==> src/rtl/mod_alu_seq.sv <==
// Sequential modular ALU over GF(P): ADD, SUB, MUL and MAC behind valid/ready.
// The multiply is bit-serial and interleaved, MSB first, one operand bit per cycle.
// Every intermediate value is WIDTH+1 bits wide, so a modulus close to 2^WIDTH cannot overflow.
module mod_alu_seq #(
  parameter int unsigned      WIDTH = 32,
  parameter logic [WIDTH-1:0] P     = WIDTH'(37)
) (
  input  logic             clk,
  input  logic             reset,
  input  logic             in_valid,
  output logic             in_ready,
  input  logic [1:0]       op,
  input  logic             clr_acc,
  input  logic [WIDTH-1:0] a,
  input  logic [WIDTH-1:0] b,
  output logic             out_valid,
  input  logic             out_ready,
  output logic [WIDTH-1:0] r,
  output logic             err
);

  localparam int unsigned CW = (WIDTH > 1) ? $clog2(WIDTH) : 1;

  localparam logic [1:0] OP_ADD = 2'b00;
  localparam logic [1:0] OP_SUB = 2'b01;
  localparam logic [1:0] OP_MAC = 2'b11;

  typedef enum logic [1:0] {
    S_IDLE = 2'd0,
    S_MULT = 2'd1,
    S_DONE = 2'd2
  } state_t;

  state_t           state;
  logic [WIDTH-1:0] a_q;
  logic [WIDTH-1:0] b_q;
  logic [WIDTH-1:0] t;
  logic [WIDTH-1:0] acc;
  logic [CW-1:0]    cnt;
  logic             mac_q;
  logic             clr_q;

  logic [WIDTH:0]   dbl_c;
  logic [WIDTH-1:0] t_next_c;
  logic [WIDTH-1:0] acc_base_c;
  logic [WIDTH-1:0] mac_sum_c;
  logic             range_err_c;

  // (x + y) mod P for x, y < P
  function automatic logic [WIDTH-1:0] add_mod(input logic [WIDTH-1:0] x,
                                               input logic [WIDTH-1:0] y);
    logic [WIDTH:0] s;
    s = {1'b0, x} + {1'b0, y};
    if (s >= {1'b0, P}) s = s - {1'b0, P};
    return WIDTH'(s);
  endfunction

  // (x - y) mod P for x, y < P
  function automatic logic [WIDTH-1:0] sub_mod(input logic [WIDTH-1:0] x,
                                               input logic [WIDTH-1:0] y);
    logic [WIDTH:0] d;
    if (x >= y) d = {1'b0, x} - {1'b0, y};
    else        d = {1'b0, x} + {1'b0, P} - {1'b0, y};
    return WIDTH'(d);
  endfunction

  // One interleaved multiply step: t = 2t mod P, then add a when the current b bit is set
  always_comb begin
    dbl_c = {t, 1'b0};
    if (dbl_c >= {1'b0, P}) dbl_c = dbl_c - {1'b0, P};
    t_next_c = add_mod(WIDTH'(dbl_c), b_q[WIDTH-1] ? a_q : '0);
  end

  // MAC folds the final product into the accumulator, or into zero when clr_acc was set
  always_comb begin
    acc_base_c  = clr_q ? '0 : acc;
    mac_sum_c   = add_mod(acc_base_c, t_next_c);
    range_err_c = (a >= P) || (b >= P);
  end

  // Control FSM, operand capture, multiply datapath and registered outputs
  always_ff @(posedge clk or negedge reset) begin
    if (!reset) begin
      state     <= S_IDLE;
      in_ready  <= 1'b1;
      out_valid <= 1'b0;
      r         <= '0;
      err       <= 1'b0;
      acc       <= '0;
      a_q       <= '0;
      b_q       <= '0;
      t         <= '0;
      cnt       <= '0;
      mac_q     <= 1'b0;
      clr_q     <= 1'b0;
    end else begin
      case (state)
        S_IDLE: begin
          if (in_valid) begin
            in_ready <= 1'b0;
            if (range_err_c) begin
              r         <= '0;
              err       <= 1'b1;
              out_valid <= 1'b1;
              state     <= S_DONE;
            end else begin
              err <= 1'b0;
              case (op)
                OP_ADD: begin
                  r         <= add_mod(a, b);
                  out_valid <= 1'b1;
                  state     <= S_DONE;
                end
                OP_SUB: begin
                  r         <= sub_mod(a, b);
                  out_valid <= 1'b1;
                  state     <= S_DONE;
                end
                default: begin
                  a_q   <= a;
                  b_q   <= b;
                  t     <= '0;
                  cnt   <= '0;
                  mac_q <= (op == OP_MAC);
                  clr_q <= clr_acc;
                  state <= S_MULT;
                end
              endcase
            end
          end
        end
        S_MULT: begin
          t   <= t_next_c;
          b_q <= b_q << 1;
          cnt <= cnt + CW'(1);
          if (cnt == CW'(WIDTH - 1)) begin
            out_valid <= 1'b1;
            state     <= S_DONE;
            if (mac_q) begin
              r   <= mac_sum_c;
              acc <= mac_sum_c;
            end else begin
              r <= t_next_c;
            end
          end
        end
        S_DONE: begin
          if (out_ready) begin
            out_valid <= 1'b0;
            in_ready  <= 1'b1;
            state     <= S_IDLE;
          end
        end
        default: begin
          state <= S_IDLE;
        end
      endcase
    end
  end

endmodule
==> config.mk <==
export PLATFORM = sky130hd
export DESIGN_NAME = mod_alu_seq
export DESIGN_NICKNAME = d
export VERILOG_FILES = /design/src/rtl/mod_alu_seq.sv
export SDC_FILE = /design/constraint.sdc
export NUM_CORES = 1
export LEC_CHECK = 0
export ABC_AREA = 1
export ABC_CLOCK_PERIOD_IN_PS = 17900
export BUFFER_PORTS_ARGS = -buffer_cell sky130_fd_sc_hd__buf_2
export CAP_MARGIN = 10
export CELL_PAD_IN_SITES_DETAIL_PLACEMENT = 0
export CELL_PAD_IN_SITES_GLOBAL_PLACEMENT = 1
export CORE_ASPECT_RATIO = 1.4
export CORE_MARGIN = 3
export CORE_UTILIZATION = 45
export CTS_BUF_LIST = sky130_fd_sc_hd__clkbuf_16
export DETAILED_ROUTE_END_ITERATION = 10
export GPL_TIMING_DRIVEN = 0
export PLACE_DENSITY_LB_ADDON = 0.3
export RECOVER_POWER = 50
export SYNTH_ARGS = -nofsm -noshare
export SYNTH_HDL_FRONTEND = slang
export SYNTH_SLANG_ARGS = --single-unit
export TNS_END_PERCENT = 1
==> constraint.sdc <==
create_clock -name clk -period 17.9 [get_ports clk]
set_clock_uncertainty 0.15 [all_clocks]
set_input_delay 3.58 -clock clk [delete_from_list [all_inputs] [get_ports clk]]
set_output_delay 3.58 -clock clk [all_outputs]
set_load 0.03 [all_outputs]
==> qor.txt <==
Total CTS buffers - 17
Die Span X - 197 um
Vias in the first global route - 24,000
Worst setup SP type - input pin
Layout fillers - 5,604
Setup_tns - 0 ps
CP delay by family, top - buffers and inverters
ANT cells - 0
Reg2reg start - t[0]
Drt wl/cell - 19.2 um
Worst hold path type - reg -> reg
Num rows - 97
Hold wc startpoint - a_q[24]
Clock-pin slew on the worst setup and hold paths - 80 ps
Async S/R FF share, synth - 100%
Mapped Nets - 3,977
Reg-to-Reg End - r[0]
Nets - 4,102
Crit end category - asynchronous set/reset pin
Max-Cap Viols - 2
CP peak stage delay - 4260 ps
Crit path time final - 11,520 ps
Max Clk Rate - 86.8 MHz
Ranking of synthesized cells by area - dfrtp_1, nand2_1, inv_1
Sequential Power Share - 24.1%
Placer Congestion - 0.996
Yosys cell types - 66
RSZ-0062 raised after global routing - no
Ys flop type - dfrtp_1
Drt total wl - 86.2 mm
Final setup viols - 0
Worst endpoint data arrival time - 10,530 ps
Dominant cell by count in the synthesized netlist - nand2_1
Initial Utilization - 45.8%
Mapped Cells - 3,713
Number of gates resized after CTS - 0
Share of layout cells above drive strength 1 - 8.80%
Synthesis-to-layout area growth - 8.31%
Worst slew pin tran - 5860 ps
Sw Ratio - 52.4%
Total grt overflow - 0
Slew headroom - -291%
Initial antenna violation count - 0
Syn Std Cell Area - 23,000 um^2
Vias - 23,700
Sequential Area - 4310 um^2
Total GRT Usage - 31.8%
Core ar. - 50,200 um^2
Hold Path Depth - 2
CP bufs+invs - 2
Clock Sinks - 172
Area leader, netlist - dfrtp_1
Int Power - 1.02 mW
WS Path Type - in -> async
Drt pass-1 iters - 6
Failing checks - max-capacitance violations, max-slew violations
Psw - 1.12 mW
Area share of the leading cell type in the synthesized netlist - 18.6%
Status - complete, but fails checks
Post-route DRC - 0
CTS tree - done
EDFF count, synth - 0
CP Max Fanout - 111
Hold endpoint - a_q[24]
Vias per cell - 5.27
Max rail drop VDD - 0.0743 mV
# Post-CTS Setup Buffers - 0
Die height - 273 um
H-tree Lvls - 4
Post-DP HPWL - 74.1 mm
CTS root buf - clkbuf_16
Worst r2r path cells - 49
Crit-path slowest cell - clkbuf_1
Commonest cells in the netlist - nand2_1, inv_1, nor2_1
Logic pwr share - 57.6%
Static leakage - 13.5 nW
Final total power - 2.14 mW
Pins Over Slew Limit - 175
Pin count of the biggest net entering global routing - 112
CTS max path bufs - 2
CP most frequent cell - clkbuf_1
Global-route wire length before repair - 131 mm
Power per cell area - 86.0 nW/um^2
Required time of the critical path - 16,910 ps
Avg Cell Area, Syn - 6.19 um^2
Clock Power Share - 18.4%
Final period util - 64.3%
R2R Setup Slk - 6390 ps
Post-synthesis register bit count - 172
Critical-path cell list - clkbuf_1 > clkbuf_1
# IOs - 106
1st-iter DRT viols - 1,374
Post-synthesis sequential area ratio - 18.7%
Multi-input gate area - 15,600 um^2
Worst skew pair latency - 480 ps
Synth warn - 0
Die area - 53,900 um^2
Routed Antenna Nets - 0
PortBufs - 105
CTS Hold Buffers Added - 0
Final hold vios - 0
through the flow:
stage | hold slack, ps | util, % | cell area, um^2 | setup WS, ps | instances
floorplan | 286 | - | 23000 | 10300 | 3713
global placement | 299 | 48.4 | 24300 | 6520 | 4461
detailed placement | 303 | 48.5 | 24400 | 6480 | 4462
CTS | 322 | 49.7 | 25000 | 6410 | 4494
global route | 343 | 49.6 | 24900 | 4760 | 4494
finish | 320 | 49.6 | 24900 | 6380 | 4494
per-layer routing:
layer / GRT usage (%) / share of wire [%]
met5: 0 / 0
met4: 22.4 / 8.2
met3: 2.83 / 2.8
met2: 62.6 / 54
met1: 30.5 / 35
flip-flops by register name, summed over array words and instances, names as in the netlist, 2 cells and up:
register,cells
a_q,32
acc,32
b_q,32
cnt,5
r,32
state,2
t,32
how the worst max path moves through the flow:
stage                     cells after the start  slack [ps]  startpoint       to
after floorplan                              54       10300        t[0]    r[19]
after global placement                       49        6520        t[0]    r[31]
after detailed placement                     49        6480        t[0]     r[0]
after CTS                                    49        6410        t[0]     r[0]
after global routing                          2        4760       reset    r[31]
final                                         2        6380       reset  acc[18]
power groups by stage:
stage	clock, mW	sequential, mW	combinational (mW)
5_1_grt	0.410	0.522	1.36
3_3_place_gp	0	0.520	1.22
4_1_cts	0.398	0.514	1.23
3_5_place_dp	0	0.521	1.22
2_1_floorplan	0	0.580	0.814
6_report	0.393	0.515	1.23
kinds of logic (layout without fill, tap and decap cells):
family,Yosys count,count (layout),share of synthesized area [%]
AOI/OAI and AO/OA,565,565,13.6
xor gates and xnor gates,172,172,6.88
adders and majority gates,193,193,11.5
buffers and inverters,772,910,13.3
DFF,172,172,18.7
and+or+nand+nor,1839,1839,35.9
cells in the final DEF, fill, tap and decap left out, types with 22 or more instances in the layout:
cell type  count
a21oi_1      237
buf_2         88
clkbuf_1      77
dfrtp_1      171
fa_1          32
ha_1         161
inv_1        674
nand2_1      951
nand2_2       71
nand3_1      199
nand3_2       22
nand4_1       57
nor2_1       384
nor2_2        24
nor3_1        41
o21ai_0      192
o22ai_1       38
xnor2_1       24
xor2_1       141
area by class of cell:
type | instances | area share, %
buffer | 77 | 1.81
clock buffer | 17 | 1.71
clock inverter | 15 | 0.693
inverter | 695 | 10.5
multi-input combinational | 2769 | 62.7
sequential | 172 | 17.3
tap | 643 | 3.23
timing repair buffer | 106 | 2.04
No activity file was read; power rests on OpenSTA's default activity.
